### src/rtl/mux_n_skid_pkg.sv
// Shared types and constants for the N-way selector with skid stage.
// Holds the occupancy encoding, default sizing and the select-width derivation.
// No logic of its own; imported by mux_n_comb and mux_n_skid.
package mux_n_skid_pkg;

    typedef enum logic [1:0] {
        ST_EMPTY = 2'd0,
        ST_ONE   = 2'd1,
        ST_FULL  = 2'd2
    } skid_state_e;

    localparam int DEF_WIDTH = 32;
    localparam int DEF_N_IN  = 4;

    function automatic int calc_sel_w(input int n);
        return (n < 2) ? 1 : $clog2(n);
    endfunction

endpackage

### src/rtl/mux_n_comb.sv
// Combinational N_IN:1 selector with out-of-range select detect.
// Latency: zero (purely combinational).
// Backpressure: none; the caller decides when the result is captured.
module mux_n_comb
    import mux_n_skid_pkg::*;
#(
    parameter int WIDTH = DEF_WIDTH,
    parameter int N_IN  = DEF_N_IN,
    parameter int SEL_W = calc_sel_w(N_IN)
) (
    input  logic [N_IN*WIDTH-1:0] in_data,
    input  logic [SEL_W-1:0]      sel,
    output logic [WIDTH-1:0]      out_data,
    output logic                  out_of_range
);

    // An unmatched select yields zero data and raises the flag.
    always_comb begin
        out_data     = '0;
        out_of_range = 1'b1;
        for (int k = 0; k < N_IN; k++) begin
            if (sel == SEL_W'(k)) begin
                out_data     = in_data[k*WIDTH +: WIDTH];
                out_of_range = 1'b0;
            end
        end
    end

endmodule

### src/rtl/mux_n_skid.sv
// N-way WIDTH-bit selector feeding a 2-entry registered skid stage (main + skid).
// Latency: one cycle from accept to out_valid; 1 transfer/cycle while out_ready=1.
// Backpressure: in_ready is registered and drops only when both entries are held.
module mux_n_skid
    import mux_n_skid_pkg::*;
#(
    parameter int WIDTH = DEF_WIDTH,
    parameter int N_IN  = DEF_N_IN,
    parameter int SEL_W = calc_sel_w(N_IN)
) (
    input  logic                  clk,
    input  logic                  rst_n,
    input  logic [N_IN*WIDTH-1:0] in_data,
    input  logic [SEL_W-1:0]      in_sel,
    input  logic                  in_valid,
    output logic                  in_ready,
    input  logic                  flush,
    output logic [WIDTH-1:0]      out_data,
    output logic [SEL_W-1:0]      out_sel,
    output logic                  out_valid,
    input  logic                  out_ready,
    output logic                  sel_err
);

    skid_state_e       state_q, state_d;
    logic [WIDTH-1:0]  main_dat, skid_dat, sel_dat;
    logic [SEL_W-1:0]  main_sel, skid_sel;
    logic              in_ready_q, sel_err_q, sel_oor;
    logic              in_fire, out_fire;
    logic              load_main, load_skid, main_from_skid;

    mux_n_comb #(
        .WIDTH (WIDTH),
        .N_IN  (N_IN),
        .SEL_W (SEL_W)
    ) u_sel (
        .in_data      (in_data),
        .sel          (in_sel),
        .out_data     (sel_dat),
        .out_of_range (sel_oor)
    );

    assign in_fire  = in_valid & in_ready_q;
    assign out_fire = out_valid & out_ready;

    always_comb begin
        state_d        = state_q;
        load_main      = 1'b0;
        load_skid      = 1'b0;
        main_from_skid = 1'b0;
        if (flush) begin
            state_d = ST_EMPTY;
        end else begin
            case (state_q)
                ST_EMPTY: begin
                    if (in_fire) begin
                        state_d   = ST_ONE;
                        load_main = 1'b1;
                    end
                end
                ST_ONE: begin
                    if (in_fire && !out_fire) begin
                        state_d   = ST_FULL;
                        load_skid = 1'b1;
                    end else if (!in_fire && out_fire) begin
                        state_d = ST_EMPTY;
                    end else if (in_fire && out_fire) begin
                        load_main = 1'b1;
                    end
                end
                ST_FULL: begin
                    if (out_fire) begin
                        state_d        = ST_ONE;
                        main_from_skid = 1'b1;
                    end
                end
                default: state_d = ST_EMPTY;
            endcase
        end
    end

    always_ff @(posedge clk or negedge rst_n) begin
        if (!rst_n) begin
            state_q    <= ST_EMPTY;
            in_ready_q <= 1'b1;
        end else begin
            state_q    <= state_d;
            in_ready_q <= (state_d != ST_FULL);
        end
    end

    // Data is left untouched by flush; only occupancy is cleared.
    always_ff @(posedge clk or negedge rst_n) begin
        if (!rst_n) begin
            main_dat <= '0;
            main_sel <= '0;
            skid_dat <= '0;
            skid_sel <= '0;
        end else begin
            if (load_main) begin
                main_dat <= sel_dat;
                main_sel <= in_sel;
            end else if (main_from_skid) begin
                main_dat <= skid_dat;
                main_sel <= skid_sel;
            end
            if (load_skid) begin
                skid_dat <= sel_dat;
                skid_sel <= in_sel;
            end
        end
    end

    // Sticky error: any completed upstream handshake with a bad select counts.
    always_ff @(posedge clk or negedge rst_n) begin
        if (!rst_n) begin
            sel_err_q <= 1'b0;
        end else if (in_fire && sel_oor) begin
            sel_err_q <= 1'b1;
        end
    end

    assign out_valid = (state_q != ST_EMPTY);
    assign out_data  = main_dat;
    assign out_sel   = main_sel;
    assign in_ready  = in_ready_q;
    assign sel_err   = sel_err_q;

endmodule

### config.mk
export PLATFORM = sky130hd
export DESIGN_NAME = mux_n_skid
export DESIGN_NICKNAME = d
export VERILOG_FILES = /design/src/rtl/mux_n_skid_pkg.sv /design/src/rtl/mux_n_comb.sv /design/src/rtl/mux_n_skid.sv
export SDC_FILE = /design/constraint.sdc
export NUM_CORES = 1
export LEC_CHECK = 0
export CORE_UTILIZATION = 40
export CTS_CLUSTER_SIZE = 14
export DETAILED_ROUTE_END_ITERATION = 10
export PLACE_DENSITY = 0.76
export RECOVER_POWER = 25
export SLEW_MARGIN = 25
export SYNTH_ARGS = -nofsm -noshare
export SYNTH_HDL_FRONTEND = slang
export SYNTH_SLANG_ARGS = --single-unit
### constraint.sdc
create_clock -name clk -period 3.2 [get_ports clk]
set_input_delay 0.48 -clock clk [delete_from_list [all_inputs] [get_ports clk]]
set_output_delay 0.48 -clock clk [all_outputs]
set_load 0.01 [all_outputs]
* Word level (Yosys, flattened, before mapping)
Cells that the tools add are included.
Word-level totals: register bits after elaboration 72, output and inout bits 37, logic and storage cells 55
Cells by class: eq/ne operators 6, mux-type cells 30, bitwise operators 2, reductions and logical operators 10
Operators with widths (count):
- $mux W32 | 6
- $mux W1 | 15
- $mux W2 | 7
- $eq A2 B2 Y1 const B | 3
- $pmux W2 S3 | 1
- $eq A2 B1 Y1 const B | 2
- $logic_and A1 B1 Y1 | 4
- $logic_not A2 Y1 | 2
- $reduce_bool A2 Y1 | 2
- $and A1 B1 Y1 | 2
- $logic_not A1 Y1 | 2
- $ne A2 B2 Y1 const B | 1
- $pmux W1 S2 | 1

* Depth between registers and ports, before layout
depth in word-level cells 9, mapped depth 6, gate-level depth less buffers 4

* By module
Synthesis repeated with hierarchy kept, for this count alone.
Second synthesis, totals: cell total of the unflattened synthesis 286, area, all modules 3906.2 um^2
By module, submodules not included:
- mux_n_skid | instances 1, cells each 245, area an instance 3080.5 um^2, sequential area each 1803.0 um^2
- mux_n_comb | instances 1, cells each 41, area an instance 825.8 um^2, sequential area each 0.0 um^2

* Least setup slack after synthesis
No wires, ideal clock.
path type input to register, start in in_sel[0], end reg skid_dat[14], arrival 1.660 ns, setup slack 1.415 ns, stages 4, path buffers 2, path through buf_6 buf_2 mux4_2 mux2_4
Between the ends: word-level cells in the longest chain between the ends 5, elaborated cells between the ends (all ways) 8, those cells by class eq/ne: 3; mux: 4; reduce/logical: 1
RTL lines:
- from (decl) | RTL line mux_n_skid.sv:14 | input logic [SEL_W-1:0] in_sel,
- $logic_not A2 Y1 | RTL line mux_n_comb.sv:22 | if (sel == SEL_W'(k)) begin
- $mux W32 (3 in series) | RTL line mux_n_comb.sv:22
- $mux W32 * | RTL line mux_n_comb.sv:22
- to (signal assigned) | RTL line mux_n_skid.sv:108 | skid_dat <= sel_dat;
- to (decl) | RTL line mux_n_skid.sv:26 | logic [WIDTH-1:0] main_dat, skid_dat, sel_dat;
Every way passes the cells marked *; elsewhere a longest branch is shown, timed or not. A chain may end at the register's enable or synchronous reset.

* Final worst setup path
start in out_ready, end reg main_dat[5] (netlist: out_data[5])
Between the ends: word-level cells in the longest chain between the ends 8, elaborated cells between the ends (all ways) 15, those cells by class mux: 9; bitwise: 1; reduce/logical: 5
RTL lines:
- from (decl) | RTL line mux_n_skid.sv:21 | input logic out_ready,
- $and A1 B1 Y1 * | RTL line mux_n_skid.sv:44 | assign out_fire = out_valid & out_ready;
- $logic_and A1 B1 Y1 | RTL line mux_n_skid.sv:67 | end else if (in_fire && out_fire) begin
- $mux W1 | RTL line mux_n_skid.sv:67
- $mux W1 | RTL line mux_n_skid.sv:65 | end else if (!in_fire && out_fire) begin
- $mux W1 | RTL line mux_n_skid.sv:62 | if (in_fire && !out_fire) begin
- $pmux W1 S2 | RTL line mux_n_skid.sv:54 | case (state_q)
- $mux W1 | RTL line mux_n_skid.sv:51 | if (flush) begin
- $mux W32 / $reduce_bool A2 Y1 (equally long branches)
- to (signal assigned) | RTL line mux_n_skid.sv:101 | main_dat <= sel_dat;
- to (signal assigned) | RTL line mux_n_skid.sv:104 | main_dat <= skid_dat;
- to (decl) | RTL line mux_n_skid.sv:26
Marked as above.

==> results.py <==
metrics = {
    "clock_network": {
        "cts_buffers": 9,
        "root_buffer": "clkbuf_8",
        "htreeDepth": 3,
        "clk_latency_ns": 0.33,
        "cts.clk_slew.worst_paths_ns": 0.08,
        "cts_setup_buffers": 0,
        "clockBufferDepth": 2,
        "cts_tree": "built",
        "hold_buffers": 0,
        "numClockSinks": 72,
        "cts_resized": 0,
    },
    "floorplanning": {
        "num_rows": 36,
        "die_w_um": 102,
        "start_util_pct": 41.1,
        "core_area_um2": 9770,
        "io_pins": 172,
        "die_h_um": 102,
        "die_area_um2": 10400,
    },
    "sta": {
        "fmax_mhz": 457,
        "finClkSkew_ns": 0.00765,
        "worstMarginPinSlew_ns": 1.78,
        "rsz0062_at_grt": "false",
        "timing.final.crit_share_pct": 68.3,
        "finalSetupViolCount": 0,
        "slew_headroom_pct": -18.6,
        "setup-tns-final_ns": 0,
        "final_hold_viol_count": 0,
        "period_minus_slack_ns": 2.19,
        "drv_slew": 73,
    },
    "drt": {
        "avgRoutedWirePerCell_um": 16.9,
        "dr.pass1.iters": 4,
        "drc": 0,
        "vias": 3004,
        "drt_iter0_markers": 67,
        "vias_per_cell": 5.12,
        "wirelength_mm": 9.94,
        "ant_nets": 0,
    },
    "synth": {
        "ys_ff_latch": 72,
        "ys_warn_count": 0,
        "synth_cell_types": 32,
        "synth_top_area_share_pct": 44.2,
        "synthTopCellsByCount": "dfrtp_1, inv_1, mux2i_1, mux4_2, o22ai_1",
        "syn_area_um2": 4020,
        "synthCells": 283,
        "synth.avg_cell_area_um2": 14.2,
        "synth.area.top_cells": "dfrtp_1, mux4_2, mux2_4",
        "yosysTopAreaCell": "dfrtp_1",
        "ys.flop_type": "dfrtp_1",
        "synth.most_common_cell": "dfrtp_1",
        "synth_edf_count": 0,
        "synth_nets": 418,
        "seq_area_frac_synth_pct": 44.9,
        "ys_async_sr_fraction_pct": 100,
    },
    "flow_run": {
        "cap_violations": 1,
    },
    "power_and_ir_drop": {
        "p_leak_nw": 2.58,
        "ir_drop_mv": 0.248,
        "power_density_nw_per_um2": 556,
    },
    "worst_setup_path": {
        "rr_worst_depth": 5,
        "path_depth": 6,
        "cp.arrival_ns": 2.43,
        "crit_required_ns": 3.45,
        "cp.buffers_inverters": 2,
        "cpMaxStageDelayCell": "clkdlybuf4s50_1",
        "criticalPathCategory": "in2reg",
        "cp_top_family": "buffers and inverters",
        "crit_path_start_kind": "primary input",
        "end_kind": "register",
        "worstPathCellList": "clkdlybuf4s50_1, nor2b_1, nor2_2, buf_4, o22ai_1, mux2i_1",
        "crit_fanout": 16,
        "max_stage_delay_ns": 0.61,
    },
    "global_route": {
        "grt_pass1_wl_mm": 15.8,
        "grt_max_degree": 73,
        "grt_use_total_pct": 20.2,
        "grt_overflow": 0,
        "grt_antenna_before_repair": 0,
        "grt_pass1_vias": 3261,
    },
    "outcome": {
        "violations": "capacitance limit, slew limit",
        "status": "finished with violations",
    },
    "hold_path": {
        "hp-class": "reg2reg",
        "hold_path_depth": 0,
    },
    "final_layout": {
        "final_area_um2": 5940,
        "areaGrowthSynthToFinish_pct": 47.8,
        "antennaDiodeCount": 0,
        "final_layout_size_suffix_gt1_share_pct": 22.0,
        "fillerInstances": 836,
        "nNetsFinal": 584,
    },
    "place": {
        "place_area_um2": 5760,
        "post-dp-hpwl_mm": 7.44,
        "place_congestion": 0.686,
        "io_buffers": 171,
    },
}
## kinds of logic (layout without fill, tap and decap cells)
kind of cell | Yosys count | after routing | synth area share [%]
AO/OA/AOI/OAI | 39 | 39 | 6.42
flip-flops | 72 | 72 | 44.9
AND/OR/NAND/NOR | 16 | 16 | 2.55
multiplexers | 100 | 100 | 38.7
buffers and inverters | 56 | 227 | 7.41
## worst paths after layout
kind	slack [ns]	to	from
worst min-delay path	0.38	sel_err	sel_err
worst min register to register	0.38	sel_err	sel_err
max in group asynchronous	1.51	skid_dat[20]	rst_n
worst max-delay path	1.01	out_data[5]	out_ready
min in group asynchronous	0.61	out_data[18]	rst_n
worst max register to register	1.19	out_data[5]	in_ready
## worst reg2reg max path, cell delays in order, from the launching register on
cell	delay (ns)
dfstp_2	0.58
nand3b_4	0.11
nor2_2	0.59
buf_4	0.35
o22ai_1	0.11
mux2i_1	0.18
## layer usage
layer | up-vias | GRT usage (%) | wire length, µm | part of all wire (%)
met4 | 0 | 4.40 | 70 | 0.70
li1 | 1385 | - | - | -
met1 | 1495 | 24.1 | 4140 | 42
met3 | 6 | 6.29 | 702 | 7.1
met2 | 118 | 35.7 | 5020 | 51
met5 | - | 0 | 0 | 0
## area by class of cell
| type | instances | area, µm² | share of cell area (%) |
|---|---|---|---|
| tap | 133 | 166 | 2.80 |
| multi-input combinational | 155 | 1920 | 32.4 |
| inverter | 34 | 128 | 2.15 |
| sequential | 72 | 1800 | 30.4 |
| timing repair buffer | 177 | 1740 | 29.3 |
| clock inverter | 5 | 32.5 | 0.548 |
| clock buffer | 11 | 141 | 2.38 |
## through the flow
step	setup WS [ns]	hold WS (ns)	util [%]	cells	power, mW
floorplan	1.41	0.184	-	283	2.04
global placement	0.523	0.365	58.9	571	2.64
detailed placement	0.416	0.371	58.9	571	2.69
CTS	0.771	0.301	60.7	587	3.34
global route	0.893	0.417	60.7	587	3.50
finish	1.01	0.385	60.7	587	3.30
## flip-flops by register name, summed over array words and instances (netlist names)
name	flops
in_ready	1
out_data	32
out_sel	2
sel_err	1
skid_dat	32
skid_sel	2
state_q	2
## placed cells by master, fill, tap and decap left out, drive strengths merged
cell	instances
and3	1
dfrtp	71
o221ai	1
clkdlybuf4s50	168
and3b	1
o21a	1
nor2b	1
a21oi	3
mux4	32
mux2	36
or2	1
clkbuf	12
or3	2
nor2	1
mux2i	32
inv	34
nand3b	1
clkinv	5
or3b	1
dfstp	1
a21o	1
o21bai	1
nand2	5
nand2b	1
buf	8
nor3	1
o22ai	32
## power by group
group	total (mW)	switching (mW)	internal (mW)	leakage, nW
clock network	0.636	0.334	0.302	0.0930
registers	1.40	0.178	1.22	0.868
logic	1.27	0.449	0.816	1.61
total	3.30	0.962	2.34	2.58
Power figures use the tool's default switching activity.
